### src/rtl/npu_pkg.sv
// Shared constants, FSM encoding and helpers for the count-to-unary serializer.
package npu_pkg;

  localparam int unsigned N_BITS_DEFAULT = 11;
  localparam int unsigned CW_DEFAULT     = 4;

  localparam logic [0:0] ST_IDLE  = 1'b0;
  localparam logic [0:0] ST_SHIFT = 1'b1;

  // Saturate a requested count to the frame length.
  function automatic int unsigned clamp_count(input int unsigned cnt, input int unsigned limit);
    return (cnt > limit) ? limit : cnt;
  endfunction

endpackage

### src/rtl/unary_mask_gen.sv
// Combinational count-to-thermometer mask; MSB_FIRST moves the ones to the top indices.
module unary_mask_gen
  import npu_pkg::*;
#(
  parameter int unsigned N_BITS    = N_BITS_DEFAULT,
  parameter int unsigned CW        = CW_DEFAULT,
  parameter int unsigned MSB_FIRST = 0
) (
  input  logic [CW-1:0]     i_count,
  output logic [N_BITS-1:0] o_mask
);

  // i + count >= N_BITS is the underflow-free form of i >= N_BITS - count
  always_comb begin
    o_mask = '0;
    for (int unsigned i = 0; i < N_BITS; i++) begin
      if (MSB_FIRST != 0) o_mask[i] = ((i + 32'(i_count)) >= N_BITS);
      else                o_mask[i] = (i < 32'(i_count));
    end
  end

endmodule

### src/rtl/count_to_unary_serializer.sv
// Accepts a count over valid/ready and emits an N_BITS-long unary bit stream with a parallel mask copy.
module count_to_unary_serializer
  import npu_pkg::*;
#(
  parameter int unsigned N_BITS    = N_BITS_DEFAULT,
  parameter int unsigned CW        = CW_DEFAULT,
  parameter int unsigned MSB_FIRST = 0
) (
  input  logic              clk,
  input  logic              reset_n,
  input  logic              in_valid,
  output logic              in_ready,
  input  logic [CW-1:0]     in_count,
  output logic              out_valid,
  input  logic              out_ready,
  output logic              out_bit,
  output logic              out_first,
  output logic              out_last,
  output logic [N_BITS-1:0] mask,
  output logic              sat_err,
  output logic              busy
);

  localparam int unsigned   IW       = (N_BITS > 1) ? $clog2(N_BITS) : 1;
  localparam logic [IW-1:0] LAST_IDX = IW'(N_BITS - 1);

  logic [0:0]        r_state;
  logic [IW-1:0]     r_idx;
  logic [N_BITS-1:0] r_mask;
  logic              r_rdy;
  logic              r_out_bit;
  logic              r_out_first;
  logic              r_out_last;
  logic              r_sat_err;

  logic [0:0]        w_state_nxt;
  logic [IW-1:0]     w_idx_nxt;
  logic [N_BITS-1:0] w_mask_nxt;
  logic [N_BITS-1:0] w_mask_new;
  logic [CW-1:0]     w_count_clamp;
  logic              w_last;
  logic              w_xfer;
  logic              w_in_ready_c;
  logic              w_accept;

  assign w_count_clamp = CW'(clamp_count(32'(in_count), N_BITS));

  unary_mask_gen #(
    .N_BITS    (N_BITS),
    .CW        (CW),
    .MSB_FIRST (MSB_FIRST)
  ) u_mask_gen (
    .i_count (w_count_clamp),
    .o_mask  (w_mask_new)
  );

  // r_rdy keeps in_ready low during reset and for the first cycle after release
  assign w_last       = (r_idx == LAST_IDX);
  assign w_xfer       = (r_state == ST_SHIFT) && out_ready;
  assign w_in_ready_c = r_rdy || (w_xfer && w_last);
  assign w_accept     = in_valid && w_in_ready_c;

  always_comb begin
    w_state_nxt = r_state;
    w_idx_nxt   = r_idx;
    w_mask_nxt  = r_mask;
    case (r_state)
      ST_IDLE: begin
        if (w_accept) begin
          w_state_nxt = ST_SHIFT;
          w_idx_nxt   = '0;
          w_mask_nxt  = w_mask_new;
        end
      end
      ST_SHIFT: begin
        if (w_xfer) begin
          if (!w_last) begin
            w_idx_nxt = r_idx + IW'(1);
          end else if (w_accept) begin
            // last-bit handoff: next frame starts without a bubble
            w_idx_nxt  = '0;
            w_mask_nxt = w_mask_new;
          end else begin
            w_state_nxt = ST_IDLE;
            w_idx_nxt   = '0;
            w_mask_nxt  = '0;
          end
        end
      end
      default: begin
        w_state_nxt = ST_IDLE;
        w_idx_nxt   = '0;
        w_mask_nxt  = '0;
      end
    endcase
  end

  always_ff @(posedge clk or negedge reset_n) begin
    if (!reset_n) begin
      r_state     <= ST_IDLE;
      r_idx       <= '0;
      r_mask      <= '0;
      r_rdy       <= 1'b0;
      r_out_bit   <= 1'b0;
      r_out_first <= 1'b0;
      r_out_last  <= 1'b0;
      r_sat_err   <= 1'b0;
    end else begin
      r_state     <= w_state_nxt;
      r_idx       <= w_idx_nxt;
      r_mask      <= w_mask_nxt;
      r_rdy       <= (w_state_nxt == ST_IDLE);
      r_out_bit   <= (w_state_nxt == ST_SHIFT) && w_mask_nxt[w_idx_nxt];
      r_out_first <= (w_state_nxt == ST_SHIFT) && (w_idx_nxt == '0);
      r_out_last  <= (w_state_nxt == ST_SHIFT) && (w_idx_nxt == LAST_IDX);
      r_sat_err   <= w_accept && (32'(in_count) > N_BITS);
    end
  end

  assign in_ready  = w_in_ready_c;
  assign out_valid = (r_state == ST_SHIFT);
  assign busy      = (r_state == ST_SHIFT);
  assign out_bit   = r_out_bit;
  assign out_first = r_out_first;
  assign out_last  = r_out_last;
  assign mask      = r_mask;
  assign sat_err   = r_sat_err;

endmodule
### config.mk
export PLATFORM = sky130hd
export DESIGN_NAME = count_to_unary_serializer
export DESIGN_NICKNAME = d
export VERILOG_FILES = /design/src/rtl/npu_pkg.sv /design/src/rtl/unary_mask_gen.sv /design/src/rtl/count_to_unary_serializer.sv
export SDC_FILE = /design/constraint.sdc
export NUM_CORES = 1
export LEC_CHECK = 0
export BUFFER_PORTS_ARGS = -buffer_cell sky130_fd_sc_hd__buf_2
export CAP_MARGIN = 10
export CORE_UTILIZATION = 56
export CTS_CLUSTER_SIZE = 8
export DETAILED_ROUTE_END_ITERATION = 10
export PLACE_DENSITY = 0.87
export SLEW_MARGIN = 20
export SYNTH_ARGS = -nofsm -noshare
export SYNTH_HDL_FRONTEND = slang
export SYNTH_SLANG_ARGS = --single-unit
### constraint.sdc
create_clock -name clk -period 5.3 [get_ports clk]
set_clock_uncertainty 0.05 [all_clocks]
set_input_delay 0.265 -clock clk [delete_from_list [all_inputs] [get_ports clk]]
set_output_delay 0.265 -clock clk [all_outputs]
set_load 0.05 [all_outputs]
==> metrics <==
status=completed; Slew @ Worst Pin=0.456 ns; Rows=16; Max FO, Critical Path=15; Hold WC Path Type=in2reg; final WL=about 2400 um; die area=~2200 um2; Met2 Routed Length=1220 um; Post-synth EDFFs=0; hpwl dp=~1900 um; io pins=26; initial core utilization=0.593; Via density=about 6; final period utilization=0.393; Post-Syn Instances=115; core area=just under 2000 um2; CP Capture Point=in_ready; Placer Congestion=0.859; Sink Count=21; total number of vias=1005; startpoint types=flop; RSZ-0062 raised after global routing=no; fin crit period=2.08 ns; Yosys cell types=40; Routed met3 length=123 um; Final nets=between 100 and 150; worst hold slack=0.216 ns; WP data arrival=about 1.8 ns; P&R area growth vs syn=13.7%; r2r setup slk=~3.2 ns; DRT iter0 DRCs=41; # Post-CTS Setup Buffers=0; Routed wire per std cell=14.7 um; first-pass GRT wire length=3710 um; syn nets=123; DRT Pass-1 Iters=4; Placed Instances=~160; Synthesis Warnings=0; antenna violation net count after detailed routing=0; Port Buffers=25; worst-skew pair later-pin latency=0.30 ns; initial antenna violation count=0; final hold vios=0; Slew HR=0.696; worst r2r src=busy; share of cells above drive strength 1=0.281; RR Endpoint=out_bit; final setup vio count=0; mapped cell area=1150 um2; fin. max-slew vios=0; max-cap violations=0; ant diodes=0; crit path launch=busy; Met1 Wirelength=1040 um; CTS tree=done; GRT Residual Overflow=0; TNS Setup=0 ns; vias in the first global route=868; Die X=47.3 um; max frequency=480 MHz; most frequent cells in the layout=buf_2 (25), dfrtp_1 (21), nand2_1 (9), o2bb2ai_1 (9), a21oi_1 (8); Die Y=47.3 um; CP Capture Type=primary output; CTS Hold Bufs=1; Remaining DRCs=0; Main synth FF type=dfrtp_1; largest net degree at the start of global routing=22; Max clock buf depth=2; register bit total from synthesis=21; depth of the most critical reg-to-reg path=6; register area share after synthesis=0.457; CTS clk-pin slew, worst paths=approximately 0.11 ns; uppermost layer routed=met4; gr usage total=0.243; critical path class=reg2out; root buffer cell=clkbuf_4; CP required=4.99 ns; H-tree Lvls=1; FFs w/ async S/R, synth=1.00; most common cell after layout, fill and taps aside=buf_2; post-CTS sizing=0; Mean Syn Cell Area=10.0 um2; Final Instance Count excl. Fillers=166; number of buffers created by CTS=3
## layout make-up
cell class | instances | area (um2)
well taps | 27 | 33.8
flip-flops and latches | 21 | 526
fillers | 173 | 633
repair buffers | 26 | 135
multi-input cells | 81 | 561
inverters | 7 | 26.3
clock inverters | 1 | 5.00
clock buffers | 3 | 22.5
## state kept, by name, indices dropped and copies added (netlist names)
name,count
mask,11
r_idx,4
busy,1
out_bit,1
out_first,1
out_last,1
r_rdy,1
sat_err,1
## critical path, cell delays in order, from the launching register on
cell and delay (ns):
dfrtp_1 0.54, and3b_4 0.28, and2_4 0.15, or2_2 0.28, buf_2 0.22
## worst min path at each step
stage / slack (ns) / depth (start not counted) / endpoint / from
6_report: 0.22 / 3 / sat_err / in_valid
5_1_grt: 0.23 / 3 / sat_err / in_valid
4_1_cts: 0.21 / 3 / sat_err / in_valid
3_5_place_dp: 0.19 / 1 / r_idx[2] / reset_n
3_3_place_gp: 0.19 / 1 / r_idx[3] / reset_n
2_1_floorplan: -0.08 / 0 / busy / reset_n
## cell usage after synthesis, types with 2 or more instances
library cell / instances / share of area
a21oi_1: 8 / 0.035
and2_1: 2 / 0.011
and3b_4: 2 / 0.022
buf_4: 2 / 0.013
clkbuf_1: 2 / 0.0065
dfrtp_1: 21 / 0.46
inv_1: 6 / 0.020
mux2i_1: 4 / 0.035
nand2_1: 9 / 0.029
nand2b_1: 2 / 0.011
nand3_1: 6 / 0.026
nor2_1: 2 / 0.0065
nor3_1: 6 / 0.026
o21ai_0: 7 / 0.030
o22ai_1: 2 / 0.011
o2bb2ai_1: 9 / 0.068
or2_2: 2 / 0.011
## cell families (layout without fill, tap and decap cells)
group,Yosys count,in the layout,share of synthesized area
AO/OA/AOI/OAI,39,39,0.262
XOR/XNOR,1,1,0.00761
multiplexers,4,4,0.0348
flip-flops,21,21,0.457
AND/OR/NAND/NOR,37,37,0.183
buffers and inverters,13,37,0.0565
## per-stage QoR
step,setup slack [ns],util,cell area [um2]
6_report,3.22,0.674,1310
3_5_place_dp,3.26,0.655,1270
2_1_floorplan,3.22,-,1150
4_1_cts,3.21,0.674,1310
3_3_place_gp,3.32,0.655,1270
5_1_grt,3.13,0.674,1310
## routing by layer
| layer | vias up | track usage |
|---|---|---|
| li1 | 475 | - |
| met1 | 482 | 0.300 |
| met2 | 40 | 0.397 |
| met3 | 8 | 0.0385 |
| met4 | 0 | 0.149 |
| met5 | - | 0 |
Power is left out: the tool's default activity adds up to more than one toggle a clock period on the data nets, which glitch-free logic cannot reach.
